[src/rtl/hazard_ctrl.sv]
// Pipeline sequencing controller: per-cycle load/hold/flush decisions for the
// five pipeline registers, plus saturating stall/bubble/flush event counters.
module hazard_ctrl #(
  parameter int CNT_W = 32
) (
  input  logic             clk,
  input  logic             rst_n,
  input  logic             im_wait,
  input  logic             dm_wait,
  input  logic             memread_ex,
  input  logic [4:0]       rd_ex,
  input  logic [4:0]       rs1_id,
  input  logic [4:0]       rs2_id,
  input  logic             rs1_use_id,
  input  logic             rs2_use_id,
  input  logic             branch_taken_ex,
  input  logic             cnt_clr,
  output logic             pc_we,
  output logic             ifid_we,
  output logic             idex_we,
  output logic             exme_we,
  output logic             mewb_we,
  output logic             ifid_flush,
  output logic             idex_flush,
  output logic             pc_redirect,
  output logic [1:0]       state_o,
  output logic [CNT_W-1:0] stall_cnt,
  output logic [CNT_W-1:0] bubble_cnt,
  output logic [CNT_W-1:0] flush_cnt
);

  typedef enum logic [1:0] {
    ST_RUN     = 2'd0,
    ST_WAIT    = 2'd1,
    ST_WAIT_FL = 2'd2,
    ST_BAD     = 2'd3
  } state_t;

  localparam logic [CNT_W-1:0] CNT_MAX = '1;

  state_t state_q;
  state_t state_d;

  logic mem_wait;
  logic rs1_hit;
  logic rs2_hit;
  logic load_use;
  logic flush_pending;
  logic do_flush;
  logic do_bubble;

  assign mem_wait = im_wait | dm_wait;
  assign rs1_hit  = rs1_use_id & (rs1_id == rd_ex);
  assign rs2_hit  = rs2_use_id & (rs2_id == rd_ex);
  assign load_use = memread_ex & (rd_ex != 5'd0) & (rs1_hit | rs2_hit);

  // A branch seen during a stall is parked in WAIT_FL and replayed once memory is ready.
  assign flush_pending = (state_q == ST_WAIT_FL);
  assign do_flush      = ~mem_wait & (branch_taken_ex | flush_pending);
  assign do_bubble     = ~mem_wait & ~do_flush & load_use;

  always_ff @(posedge clk or negedge rst_n) begin
    if (!rst_n) begin
      state_q <= ST_RUN;
    end else begin
      state_q <= state_d;
    end
  end

  always_comb begin
    state_d = state_q;
    case (state_q)
      ST_RUN: begin
        if (mem_wait && branch_taken_ex) begin
          state_d = ST_WAIT_FL;
        end else if (mem_wait) begin
          state_d = ST_WAIT;
        end
      end
      ST_WAIT: begin
        if (!mem_wait) begin
          state_d = ST_RUN;
        end else if (branch_taken_ex) begin
          state_d = ST_WAIT_FL;
        end
      end
      ST_WAIT_FL: begin
        if (!mem_wait) begin
          state_d = ST_RUN;
        end
      end
      default: state_d = ST_RUN;
    endcase
  end

  always_comb begin
    pc_we       = 1'b1;
    ifid_we     = 1'b1;
    idex_we     = 1'b1;
    exme_we     = 1'b1;
    mewb_we     = 1'b1;
    ifid_flush  = 1'b0;
    idex_flush  = 1'b0;
    pc_redirect = 1'b0;
    if (mem_wait) begin
      pc_we   = 1'b0;
      ifid_we = 1'b0;
      idex_we = 1'b0;
      exme_we = 1'b0;
      mewb_we = 1'b0;
    end else if (do_flush) begin
      ifid_flush  = 1'b1;
      idex_flush  = 1'b1;
      pc_redirect = 1'b1;
    end else if (do_bubble) begin
      // Hold PC and IF/ID; the NOP in ID/EX clears the hazard next cycle.
      pc_we      = 1'b0;
      ifid_we    = 1'b0;
      idex_flush = 1'b1;
    end
  end

  assign state_o = state_q;

  always_ff @(posedge clk or negedge rst_n) begin
    if (!rst_n) begin
      stall_cnt <= '0;
    end else if (cnt_clr) begin
      stall_cnt <= '0;
    end else if (mem_wait && (stall_cnt != CNT_MAX)) begin
      stall_cnt <= stall_cnt + 1'b1;
    end
  end

  always_ff @(posedge clk or negedge rst_n) begin
    if (!rst_n) begin
      bubble_cnt <= '0;
    end else if (cnt_clr) begin
      bubble_cnt <= '0;
    end else if (do_bubble && (bubble_cnt != CNT_MAX)) begin
      bubble_cnt <= bubble_cnt + 1'b1;
    end
  end

  always_ff @(posedge clk or negedge rst_n) begin
    if (!rst_n) begin
      flush_cnt <= '0;
    end else if (cnt_clr) begin
      flush_cnt <= '0;
    end else if (do_flush && (flush_cnt != CNT_MAX)) begin
      flush_cnt <= flush_cnt + 1'b1;
    end
  end

endmodule

[config.mk]
export PLATFORM = sky130hd
export DESIGN_NAME = hazard_ctrl
export DESIGN_NICKNAME = d
export VERILOG_FILES = /design/src/rtl/hazard_ctrl.sv
export SDC_FILE = /design/constraint.sdc
export NUM_CORES = 1
export LEC_CHECK = 0
export ABC_AREA = 0
export BUFFER_PORTS_ARGS = -buffer_cell sky130_fd_sc_hd__buf_4
export CAP_MARGIN = 0
export CORE_ASPECT_RATIO = 1.75
export CORE_MARGIN = 3
export CORE_UTILIZATION = 49
export DETAILED_ROUTE_END_ITERATION = 12
export GPL_TIMING_DRIVEN = 0
export MAX_ROUTING_LAYER = met4
export PLACE_DENSITY = 0.79
export REMOVE_ABC_BUFFERS = 1
export SYNTH_ARGS = -nofsm -noshare
export SYNTH_HDL_FRONTEND = slang
export SYNTH_SLANG_ARGS = --single-unit
export TNS_END_PERCENT = 5
[constraint.sdc]
create_clock -name clk -period 2 [get_ports clk]
set_input_delay 0.1 -clock clk [delete_from_list [all_inputs] [get_ports clk]]
set_output_delay 0.1 -clock clk [all_outputs]
set_load 0.01 [all_outputs]
==> results.tsv, run 1 <==
stage	metric	value	unit
timing	hold_slack	0.1032	ns
global_routing	met3_usage	3.523	%
drt	drc	0	
yosys	synth_xor_area_share	11.14	%
placement	dp_hpwl	10.01	mm
timing	finClkSkew	0.01012	ns
critical_path	cp_max_fo	7	
drt	wire_per_inst	18.42	µm
placement	place.gp.congestion	0.8299	
pwr	clkPwrFrac	43.9	%
placement	dp.cells	818	
yosys	synth_compound_area_share	8.900	%
timing	fin_crit_sh	104.6	%
yosys	async_flop_share	100.0	%
drt	dr.pass1.iters	5	
clock_tree	cts_root_buf	clkbuf_16	
timing	tightest_slew	1.030	ns
placement	post_dp_cell_area	6386	µm²
floorplan	die_w	85.55	µm
cells_and_area	syn2layout_area_growth	35.76	%
yosys	synth-simple-area-share	29.42	%
clock_tree	clock_sinks	98	
floorplan	dieArea	12420	µm²
critical_path	critical_path.top_delay_family	simple AND/OR/NAND/NOR gates	
yosys	yosysSeqAreaShare	45.19	%
yosys	synth.top_cells.by_area	dfrtp_1 (45%), xnor2_1 (6.1%), nor2_1 (5.6%)	
global_routing	gr-usage-met2	42.29	%
floorplan	core	10760	µm²
yosys	netlist.area_leader.share	45.19	%
pwr	switching_share	22.69	%
run_status	violations	setup timing	
floorplan	initial_utilization	50.43	%
global_routing	antenna_found_initial	0	
clock_tree	clk_pin_slew	0.07	ns
cells_and_area	fin_area	7367	µm²
timing	drv_slew	0	
yosys	syn_area	5426	µm²
critical_path	r2r-start	flush_cnt[17]$_DFFE_PN0P_	
critical_path	worstPathArrival	2.27	ns
cells_and_area	layout_common_cells	buf_4 (156), dfrtp_1 (86), nor2_1 (80)	
cells_and_area	instances_no_fill	872	
pwr	p_int	3.189	mW
drt	via_per_inst	5.994	
floorplan	fp-row-count	50	
timing	setup_viol	32	
placement	io_buffers	129	
drt	antenna_left	0	
critical_path	r2r_end	flush_cnt[15]$_DFFE_PN0P_	
critical_path	end_kind	flop	
timing	max_freq	478.2	MHz
critical_path	worst-path-buf-inv	0	
global_routing	busiest_layer	met2	
pwr	max-vdd-ir-drop	0.4451	mV
cells_and_area	diodes	0	
pwr	power.density	559.9	nW/µm²
cells_and_area	drive_gt1_share	34.91	%
min_path	holdCritPathClass	in -> async	
yosys	muxShareOfSynthArea	0.5764	%
floorplan	die_h	145.2	µm
timing	hold_viol	0	
clock_tree	cts_tree	done	
critical_path	r2r_cells	6	
cells_and_area	finish.net_count	764	
pwr	leakagePower	3.194	nW
drt	wirelength	16.07	mm
critical_path	worst_path_max_delay_cell	or4_4	
timing	rsz0062_at_grt	yes	
clock_tree	cts_buffer_depth	2	
critical_path	worstPathCellList	and4_1, nand3_2, or4_4, nand3_1, xor2_1, nor2_1	
critical_path	startpoint_type	flop	
critical_path	endpoint	flush_cnt[15]$_DFFE_PN0P_	
pwr	netSwitchingPower	936.0	µW
yosys	synth_cells	588	
pwr	combPwrFrac	7.2	%
yosys	avgSynthCellArea	9.229	µm²
flow_run	maxCapViolCount	0	
pwr	pwr-share-seq	48.9	%
timing	period_needed	2.091	ns
drt	drt_first_iter_violations	321	
global_routing	grt_util_met1	29.37	%
yosys	synth-adder-area-share	0.6917	%
cells_and_area	mostFrequentLayoutCell	buf_4	
clock_tree	numCtsBuffers	9	
clock_tree	htreeDepth	3	
yosys	synth_ff_type	dfrtp_1	
yosys	synth_cell_types	49	
cells_and_area	fillCellCount	817	
yosys	synth_top_family_by_area	simple AND/OR/NAND/NOR gates	
yosys	synth_edf_count	0	
global_routing	grt_max_degree	99	
global_routing	grt_pass1_vias	4982	
timing	relSlewSlack	31.32	%
yosys	ys_ff_latch	98	
global_routing	grt_pass1_wl	24.59	mm
global_routing	grt_usage	24.95	%
clock_tree	clk_latency	0.35	ns
floorplan	io_pins	130	
yosys	ys_warn_count	0	
critical_path	reg2reg_slack	-0.09	ns
critical_path	cpPeakStageDelay	0.60	ns
timing	worst_slack	-0.09101	ns
critical_path	path_class	reg -> reg	
critical_path	cp.depth	6	
run_status	status	complete, but fails checks	
cells_and_area	final_util	68.47	%
pwr	p_total	4.125	mW
critical_path	required	2.18	ns
drt	num_vias	5227	
yosys	synth_top_cell_by_area	dfrtp_1	
critical_path	startpoint	flush_cnt[17]$_DFFE_PN0P_	
global_routing	grt_overflow_total	0	
## power by group through the flow
stage	Combinational, mW	Clock (mW)	Sequential, mW
floorplan	0.0818	0	2.05
global placement	0.250	0	2.05
detailed placement	0.257	0	2.05
CTS	0.267	1.86	2.02
global route	0.324	1.93	2.02
finish	0.296	1.81	2.02
## metrics by stage
stage	TNS, ns	setup WS (ns)
floorplan	-3.783	-0.3492
global placement	-18.80	-0.6769
detailed placement	-22.45	-0.7448
CTS	-1.323	-0.09869
global route	-6.009	-0.1815
finish	-1.268	-0.09101
## Yosys cell counts (14+ instances only)
master	count
xnor2_1	38
or3_1	20
nor3_1	14
nand3_1	41
and3_1	19
dfrtp_1	98
xor2_1	31
nor2_1	81
o21ai_0	18
a21oi_1	34
nand2_1	44
nand4_1	23
## cells by family after synthesis
family / after synthesis
AOI/OAI and AO/OA: 77
and+or+nand+nor: 297
xor gates and xnor gates: 69
DFF: 98
muxes: 3
buffers and inverters: 41
adders and majority gates: 3
## timing repair
action | 4_1_cts | 5_1_grt
hold endpoints to repair | 1 | 98
cloned | 1 | 2
pin swaps | 26 | 28
resized for setup | 37 | 49
setup buffers | 14 | 18
hold buffers | 1 | 1
setup endpoints to repair | 87 | 84
## flip-flops by register name, indices dropped and copies added, names as in the netlist
register,flops
bubble_cnt,32
flush_cnt,32
stall_cnt,32
state_o,2
## cell type report
cell class	instances	area (µm²)	area share, %
tap	130	162.7	2.208
clock buffer	12	266.5	3.618
timing repair buffer	164	1275	17.31
inverter	12	50.05	0.6793
clock inverter	4	48.80	0.6624
sequential	98	2467	33.49
multi-input combinational	452	3097	42.03
## per-layer routing
layer | vias to the layer above | wire length [µm]
li1 | 2395 | -
met5 | - | 0
met4 | 0 | 512
met1 | 2565 | 5966
met3 | 40 | 927
met2 | 227 | 8658
## how the worst min path moves through the flow
stage,start,to,cells past startpoint
floorplan,rst_n,bubble_cnt[0]$_DFFE_PN0P_,0
global placement,branch_taken_ex,state_o[0]$_DFFE_PN0P_,2
detailed placement,branch_taken_ex,state_o[0]$_DFFE_PN0P_,2
CTS,rst_n,bubble_cnt[29]$_DFFE_PN0P_,1
global route,rst_n,bubble_cnt[24]$_DFFE_PN0P_,2
finish,rst_n,bubble_cnt[24]$_DFFE_PN0P_,2
No activity file was read; power rests on OpenSTA's default activity.
==> inputs of run 2 (changes only) <==
--- a/config.mk
+++ b/config.mk
@@ -16,6 +16,7 @@
 export MAX_ROUTING_LAYER = met4
 export PLACE_DENSITY = 0.79
 export REMOVE_ABC_BUFFERS = 1
+export SETUP_SLACK_MARGIN = 0.2
 export SYNTH_ARGS = -nofsm -noshare
 export SYNTH_HDL_FRONTEND = slang
 export SYNTH_SLANG_ARGS = --single-unit
==> results.tsv, run 2 (synthesis gave the netlist of run 1 again) <==
stage	metric	value	unit
run_status	status	complete, but fails checks	
run_status	violations	setup timing	
drt	wirelength	16.32	mm
timing	rsz0062_at_grt	yes	
global_routing	grt_util_met1	30.16	%
critical_path	reg2reg_slack	-0.05	ns
critical_path	cp_max_fo	8	
pwr	power.density	552.0	nW/µm²
global_routing	grt_pass1_vias	5242	
global_routing	grt_max_degree	99	
critical_path	r2r-start	bubble_cnt[1]$_DFFE_PN0P_	
drt	drt_first_iter_violations	318	
cells_and_area	drive_gt1_share	36.65	%
cells_and_area	fillCellCount	803	
timing	relSlewSlack	30.24	%
clock_tree	clock_sinks	98	
global_routing	grt_overflow_total	0	
cells_and_area	diodes	0	
floorplan	io_pins	130	
placement	place.gp.congestion	0.8299	
floorplan	initial_utilization	50.43	%
min_path	holdCritPathClass	in -> reg	
critical_path	end_kind	flop	
placement	dp_slack	-0.7448	ns
timing	fin_crit_sh	102.4	%
critical_path	required	2.26	ns
timing	finClkSkew	0.008271	ns
clock_tree	cts_tree	done	
floorplan	core	10760	µm²
drt	via_per_inst	6.025	
cells_and_area	mostFrequentLayoutCell	buf_4	
floorplan	die_w	85.55	µm
global_routing	antenna_found_initial	0	
timing	period_needed	2.049	ns
clock_tree	cts_buffer_depth	2	
drt	wire_per_inst	18.48	µm
timing	setup_viol	8	
timing	tightest_slew	1.046	ns
global_routing	gr-usage-met2	43.77	%
timing	drv_slew	0	
timing	setup_tns	-0.2547	ns
drt	antenna_left	0	
drt	num_vias	5320	
clock_tree	clk_latency	0.34	ns
floorplan	die_h	145.2	µm
clock_tree	numCtsBuffers	9	
global_routing	met3_usage	4.205	%
cells_and_area	layout_common_cells	buf_4 (166), dfrtp_1 (83), nor2_1 (80)	
drt	dr.pass1.iters	5	
min_path	whs_path_depth	3	
global_routing	grt_usage	26.10	%
placement	dp_hpwl	10.01	mm
drt	drc	0	
timing	max_freq	488.1	MHz
timing	worst_slack	-0.04874	ns
flow_run	maxCapViolCount	0	
min_path	worstHoldEndpoint	state_o[1]$_DFFE_PN0P_	
critical_path	path_class	reg -> reg	
timing	hold_viol	0	
critical_path	startpoint_type	flop	
clock_tree	cts_root_buf	clkbuf_16	
critical_path	r2r_end	bubble_cnt[6]$_DFFE_PN0P_	
pwr	leakagePower	3.277	nW
floorplan	dieArea	12420	µm²
min_path	min_from	branch_taken_ex	
cells_and_area	biggestRegsByFlops	bubble_cnt: 32 flops, flush_cnt: 32 flops, stall_cnt: 32 flops	
cells_and_area	final_util	69.91	%
critical_path	worstPathArrival	2.31	ns
clock_tree	htreeDepth	3	
critical_path	r2r_cells	9	
global_routing	grt_pass1_wl	25.67	mm
cells_and_area	finish.net_count	775	
clock_tree	clk_pin_slew	0.07	ns
pwr	max-vdd-ir-drop	0.4394	mV
global_routing	busiest_layer	met2	
floorplan	fp-row-count	50	
placement	io_buffers	129	
cells_and_area	syn2layout_area_growth	38.62	%
pwr	p_total	4.153	mW
==> run 2: area by class of cell <==
class                   count  area (µm²)  share of cell area (%)
multi-input cells         453        3173                   42.18
flip-flops and latches     98        2471                   32.85
repair buffers            174        1350                   17.95
clock buffers              12       266.5                   3.543
well taps                 130       162.7                   2.162
inverters                  12       50.05                  0.6653
clock inverters             4       48.80                  0.6487
==> run 2: power breakdown <==
part           internal (mW)  switching, mW  total [mW]
logic                  0.134          0.192       0.327
clock network           1.07          0.746        1.82
registers               2.00         0.0139        2.01
==> run 2: through the flow <==
stage                     cells  cell area [µm²]  hold WS, ns
final                       883             7522      0.07668
after global routing        883             7522       0.1208
after CTS                   874             7244      0.01777
after detailed placement    818             6386       0.2885
after global placement      818             6386       0.2838
after floorplan             559             5255      -0.1956
==> run 2: worst max path at each step <==
stage,startpoint,endpoint,slack [ns],depth (start not counted)
after global routing,bubble_cnt[1]$_DFFE_PN0P_,bubble_cnt[8]$_DFFE_PN0P_,-0.12,9
after CTS,bubble_cnt[1]$_DFFE_PN0P_,bubble_cnt[11]$_DFFE_PN0P_,0.02,9
after global placement,bubble_cnt[0]$_DFFE_PN0P_,bubble_cnt[14]$_DFFE_PN0P_,-0.68,7
final,bubble_cnt[1]$_DFFE_PN0P_,bubble_cnt[6]$_DFFE_PN0P_,-0.05,9
after floorplan,bubble_cnt[0]$_DFFE_PN0P_,bubble_cnt[14]$_DFFE_PN0P_,-0.35,7
after detailed placement,bubble_cnt[0]$_DFFE_PN0P_,bubble_cnt[14]$_DFFE_PN0P_,-0.74,7
==> run 2: repair_timing <==
action / CTS / global route
pin swaps: 16 / 53
gates resized for setup: 57 / 48
cloned: 4 / 0
setup endpoints to repair: 98 / 99
endpoints found under the hold margin: 1 / 27
setup buffers: 35 / 7
hold buffers: 1 / 1
==> run 2: worst max-delay path: stages, from the launching register on <==
cell	delay (ns)
dfrtp_1	0.41
ha_4	0.17
and4_4	0.16
and2_4	0.16
nand4_1	0.11
buf_4	0.15
nand3_4	0.12
buf_6	0.19
or3_1	0.36
a21oi_2	0.13
==> run 2: routing by layer <==
| layer | part of all wire, % | wire length, µm |
|---|---|---|
| met2 | 53 | 8690 |
| met4 | 3.5 | 569 |
| met5 | 0 | 0 |
| met1 | 37 | 6008 |
| met3 | 6.4 | 1051 |
